<file path="config.mk">
export PLATFORM = sky130hd
export DESIGN_NAME = fetch_buffer
export DESIGN_NICKNAME = d
export VERILOG_FILES = /design/src/rtl/fetch_buffer.sv
export SDC_FILE = /design/constraint.sdc
export NUM_CORES = 1
export LEC_CHECK = 0
export ABC_AREA = 1
export BUFFER_PORTS_ARGS = -buffer_cell sky130_fd_sc_hd__buf_2
export CAP_MARGIN = 10
export CORE_UTILIZATION = 41
export CTS_CLUSTER_SIZE = 12
export DETAILED_ROUTE_END_ITERATION = 8
export PLACE_DENSITY = 0.54
export SYNTH_ARGS = -nofsm -noshare
export SYNTH_HDL_FRONTEND = slang
export SYNTH_SLANG_ARGS = --single-unit
export TNS_END_PERCENT = 20
</file>
<file path="constraint.sdc">
create_clock -name clk -period 9.63 [get_ports clk]
set_input_delay 1.926 -clock clk [delete_from_list [all_inputs] [get_ports clk]]
set_output_delay 1.926 -clock clk [all_outputs]
set_load 0.05 [all_outputs]
</file>
<file path="src/rtl/fetch_buffer.sv">
// Instruction queue between I-cache and decode: splits 64-bit fetch packets into per-instruction entries.
// Latency: an accepted packet is visible at the outputs one cycle later (no bypass); outputs read head/head+1 combinationally.
// Backpressure: in_ready depends only on the registered count (room for two entries); flush empties next cycle.
// Optional: define FETCH_BUFFER_STAT_EN to add stat_full_cycles / stat_empty_cycles counters.
module fetch_buffer #(
    parameter int DEPTH = 8,
    parameter int PTR_W = $clog2(DEPTH)
) (
    input  logic        clk,
    input  logic        rst,
    input  logic        flush,
    input  logic        in_valid,
    output logic        in_ready,
    input  logic [31:0] in_pc,
    input  logic [63:0] in_data,
    input  logic [6:0]  in_exception,
    output logic        out_valid0,
    output logic        out_valid1,
    output logic [31:0] out_inst0,
    output logic [31:0] out_inst1,
    output logic [31:0] out_pc0,
    output logic [31:0] out_pc1,
    output logic [6:0]  out_exc0,
    output logic [6:0]  out_exc1,
    input  logic [1:0]  out_pop
`ifdef FETCH_BUFFER_STAT_EN
    ,
    output logic [31:0] stat_full_cycles,
    output logic [31:0] stat_empty_cycles
`endif
);

    localparam int CW = PTR_W + 1;
    localparam logic [31:0] NOP_INST = 32'h0340_0000;

    typedef struct packed {
        logic [31:0] inst;
        logic [31:0] pc;
        logic [6:0]  exc;
    } entry_t;

    entry_t           mem [DEPTH];
    logic [PTR_W-1:0] head;
    logic [PTR_W-1:0] tail;
    logic [CW-1:0]    count;

    logic [PTR_W-1:0] head1;
    logic [PTR_W-1:0] tail1;
    logic             push_en;
    logic [CW-1:0]    push_n;
    logic [CW-1:0]    pop_req;
    logic [CW-1:0]    pop_n;
    entry_t           ent0;
    entry_t           ent1;

    assign head1    = head + PTR_W'(1);
    assign tail1    = tail + PTR_W'(1);
    assign in_ready = (count <= CW'(DEPTH - 2));
    assign push_en  = in_valid & in_ready & ~flush;

    // Decode never pops more than it sees valid, but clamp so a bad pop cannot underflow the count.
    assign pop_req = CW'(out_pop);
    assign pop_n   = (pop_req > count) ? count : pop_req;

    always_comb begin
        push_n = '0;
        ent0   = '0;
        ent1   = '0;
        if (push_en) begin
            if (in_exception != 7'd0) begin
                push_n    = CW'(1);
                ent0.inst = NOP_INST;
                ent0.pc   = in_pc;
                ent0.exc  = in_exception;
            end else if (!in_pc[2]) begin
                push_n    = CW'(2);
                ent0.inst = in_data[31:0];
                ent0.pc   = in_pc;
                ent1.inst = in_data[63:32];
                ent1.pc   = in_pc + 32'd4;
            end else begin
                // Packet fetched from the upper word: only the second slot is on the path.
                push_n    = CW'(1);
                ent0.inst = in_data[63:32];
                ent0.pc   = in_pc;
            end
        end
    end

    always_ff @(posedge clk) begin
        if (rst) begin
            head  <= '0;
            tail  <= '0;
            count <= '0;
            for (int i = 0; i < DEPTH; i++) begin
                mem[i] <= '0;
            end
        end else if (flush) begin
            head  <= '0;
            tail  <= '0;
            count <= '0;
        end else begin
            if (push_n != '0) begin
                mem[tail] <= ent0;
            end
            if (push_n == CW'(2)) begin
                mem[tail1] <= ent1;
            end
            head  <= head + PTR_W'(pop_n);
            tail  <= tail + PTR_W'(push_n);
            count <= count + push_n - pop_n;
        end
    end

    assign out_valid0 = (count >= CW'(1));
    assign out_valid1 = (count >= CW'(2));
    assign out_inst0  = mem[head].inst;
    assign out_pc0    = mem[head].pc;
    assign out_exc0   = mem[head].exc;
    assign out_inst1  = mem[head1].inst;
    assign out_pc1    = mem[head1].pc;
    assign out_exc1   = mem[head1].exc;

`ifdef FETCH_BUFFER_STAT_EN
    always_ff @(posedge clk) begin
        if (rst) begin
            stat_full_cycles  <= '0;
            stat_empty_cycles <= '0;
        end else begin
            if (!in_ready && in_valid) begin
                stat_full_cycles <= stat_full_cycles + 32'd1;
            end
            if (count == '0 && !flush) begin
                stat_empty_cycles <= stat_empty_cycles + 32'd1;
            end
        end
    end
`endif

endmodule

</file>
# == Word-level counts from Yosys, hierarchy flattened ==
# Memories as Yosys holds them, arrays and structs flattened. A register that Yosys moved wholly into a read port is not among the register bits.
# Cells that the tools add are included.
# classes
n_addsub,7
order_cmp,4
n_eq_ne,1
mux,28
bitwise,3
reduce_logical,5
# ops
op,count
$mux W64,5
$mux W71,3
$reduce_or A71 Y1,2
$add A32 B3 Y32 const B,1
$mux W1,12
$mux W3,3
$mux W7,1
$reduce_bool A7 Y1,1
$add A3 B1 Y3 const B,2
$add A3 B3 Y3,2
$mux W2,3
$add A4 B4 Y4,1
$eq A4 B2 Y1 const B,1
$ge A4 B1 Y1 const B,1
$ge A4 B2 Y1 const B,1
$gt A2 B4 Y1,1
$le A4 B3 Y1 const B,1
$mux W4,1
$reduce_bool A4 Y1,1
$sub A4 B4 Y4,1
$and A1 B1 Y1,2
$reduce_or A2 Y1,1
$not A1 Y1,1
# totals
reg_bits,10
ram_bits,568
elab_cells,52
mem_count,1
# mem_list
memory,words,word_bits,read_ports,rd_ports_with_merged_regs,write_ports,line_no,text
mem,8,71,2,1,8,42,entry_t mem [DEPTH];

# == Longest topological paths before layout ==
# depth
ltp_word,11
mapped_depth,16
ltp_nobuf,15

# == Least setup slack after synthesis ==
# Ideal clock, no wire load.
# synth_path
path_type,input to register
startpoint,input port flush
endpoint,memory mem[0][10] (netlist bit) (enable)
arrival_time_ns,4.483
required_ns,9.206
setup_slack_ns,4.723
path_stages,8
path_buffers,1
cell_sequence,nor2_2 -> nand3_2 -> nor2_2 -> nand2_2 -> inv_2 -> nor2_1 -> buf_2 -> nand2_1
# synth_lines
element,line_no,text
start: declaration,11,"input logic flush,"
end: declaration,42,

==> results.md <==
- Status: completed
- Antenna violations before repair: 3
- Clk slew on worst S/H paths: about 0.060 ns
- GP Congestion: 0.864
- Footprint of the multi-input gates: ~0.015 mm^2
- Final Setup Violations: 0
- Maxcap violations: 0
- Number of port buffers: 253
- Synth Flop Type: edfxtp_1
- Setup Fix Bufs, Post-CTS: 0
- Syn_nets: between 4000 and 5000
- Final Skew: around 0.036 ns
- Die Wd: ~290 um
- Final Hold Vio Count: 0
- Rel. slew slack: 7.94%
- TritonCTS clock tree: done
- Power Density: around 220 mW/mm^2
- Die span in y: 293 um
- Maximum clock frequency: about 160 MHz
- Unrepaired setup endpoints after global routing: no
- Final wirelength: 140000 um
- Flops & latches, synth: 578
- Fin Setup TNS: 0 ns
- Core Footprint: between 0.08 and 0.09 mm^2
- DR iter-0 viols: ~3700
- Period Utilization, post-route: 65.7%
- Leak: between 15 and 20 nW
- Slew Viols, Final: 0
- Synth Cell Area: 0.0347 mm^2
- Area contributors post-synth: edfxtp_1 44%, o21ai_0 11%, nand2_1 10%, a21oi_1 6.3%, nor2_1 5.9%
- Drt pass-1 iters: 5
- First-pass GRT wire length: between 200000 and 250000 um
- Minimum clock period: 6.33 ns
- Area leader, netlist: edfxtp_1
- Type of the worst min-delay path: flop to flop
- Total CTS buffers: 68
- Post-synth EDFFs: roughly 510
- GRT Residual Overflow: 0
- Routed wire per std cell: 24.1 um
- Fin nets: ~4700
- Distinct cells, synth: 36
- Overall routing resource usage: 31.7%
- HPWL Detailed: slightly below 80000 um
- IO Count: 254
- Area Overhead vs Synth: 11.6%
- Total power: approximately 8.6 mW
- Crit. End Element: output port
- CTS resizes: 0
- Critical Path Source Type: flop
- Gate Count Post-Synth: between 4000 and 5000
- Die Area: 0.0859 mm^2
- Seq/Total Area, Yosys: 48.1%
- CP max FO: 71
- Critical Path RT: ~7.7 ns
- CTS sink cnt: between 500 and 600
- Setup CP Type: flop to output port
- Clk Latency, worst-skew pair: 0.63 ns
- Hold Buf Count CTS: 0
- Root buf cell: clkbuf_16
- Asr flop ratio synth: 0%
- Slew at the pin closest to its max-slew limit: ~1.4 ns
- Antenna cells: 0
- H-tree Lvls: 3
- Synth top area share: 44.3%
- Data arrival, critical path: 4.40 ns
- Post-Syn Area per Cell: about 7.6 um^2
- Number of vias per cell: between 5 and 6
- Final ANT Viol Nets: 0
- Clk buf depth: 3
- Largest net degree at the start of global routing: roughly 270
- Commonest non-fill, non-tap cell in the layout: nand2_1
- Rows: ~110
- Share of layout cells above drive strength 1: ~10%
- Initial Utilization: 41.5%
- Most frequent cells in the layout: 930 x nand2_1, 742 x o21ai_0, 540 x nor2_1
- DR vias: roughly 33000
- IR Drop Worst-Case VDD: between 0.15 and 0.2 mV
- Filler Cells Inserted: roughly 8400
- Register area: approximately 0.017 mm^2
- Vias in the first global route: 30956
- DRC: 0
- Synth warn: 0
[where the power goes]
part	internal (mW)	switching (mW)	total, mW	leakage (nW)
clock network	1.38	1.09	2.47	0.982
logic	0.697	2.55	3.25	8.50
registers	2.82	0.0766	2.89	5.83
[registers in the layout (all words and copies together), names as in the netlist]
name,flops
head,3
count,4
tail,3
mem,568
[cells by family (layout without fill, tap and decap cells)]
family                     after synthesis  in the layout  share of synthesized area, %
and+or+nand+nor                       1602           1602                          18.0
AOI/OAI and AO/OA                     1533           1533                          23.7
buffers and inverters                  837            930                          9.43
DFF                                    578            578                          48.1
adders and majority gates               18             18                         0.713
xor gates and xnor gates                 5              5                         0.126
[area by class of cell]
| class | count | share of cell area, % |
|---|---|---|
| sequential | 578 | 43.1 |
| multi-input combinational | 3158 | 38.6 |
| clock buffer | 100 | 4.85 |
| inverter | 489 | 4.78 |
| timing repair buffer | 320 | 4.66 |
| tap | 1134 | 3.66 |
| clock inverter | 21 | 0.371 |
[metal layers]
metal  wire length [um]  part of all wire (%)  track usage [%]
met3              13200                   9.4             4.24
met2              62600                    45             50.1
met5                  0                     0                0
met4               5540                   4.0             12.8
met1              58400                    42             43.9
[worst paths after layout]
check	from	end	slack [ns]	cells past startpoint
hold reg to reg	mem[3][6]$_SDFFE_PP0P_	mem[3][6]$_SDFFE_PP0P_	0.48	2
hold / removal	mem[3][6]$_SDFFE_PP0P_	mem[3][6]$_SDFFE_PP0P_	0.48	2
setup reg to reg	tail[0]$_SDFF_PP0_	mem[2][45]$_DFFE_PP_	5.58	10
setup / recovery	head[1]$_SDFF_PP0_	out_inst0[27]	3.30	7
[cell usage after synthesis (all sizes together), types with 5 or more instances]
library cell and number:
a32oi 6, dfxtp 66, o21ai 754, buf 140, a21oi 439, a21boi 17, xor2 5, nand3 68
nor2 566, o211ai 65, nand2 944, edfxtp 512, clkbuf 208, inv 487, ha 15, nand4 17
a31oi 137, nor3 5, o22ai 113
[through the flow]
stage	setup WS [ns]	cells	instance area (um^2)	hold WS, ns	utilization [%]
CTS	3.50	5800	38800	0.475	46.3
floorplan	4.72	4573	34700	0.441	-
detailed placement	4.01	5679	36700	0.465	43.9
finish	3.30	5800	38800	0.475	46.3
global route	3.22	5800	38800	0.490	46.3
global placement	4.03	5679	36700	0.461	43.9
[worst max-delay path, stage by stage (launching register included)]
cell and delay (ns):
dfxtp_4 0.80, buf_4 0.65, buf_4 0.87, o21ai_0 0.19, o21ai_0 0.20, a21oi_1 0.06, a31oi_1 0.59, buf_2 0.39
Note: power is estimated with default switching activity, not from simulation.
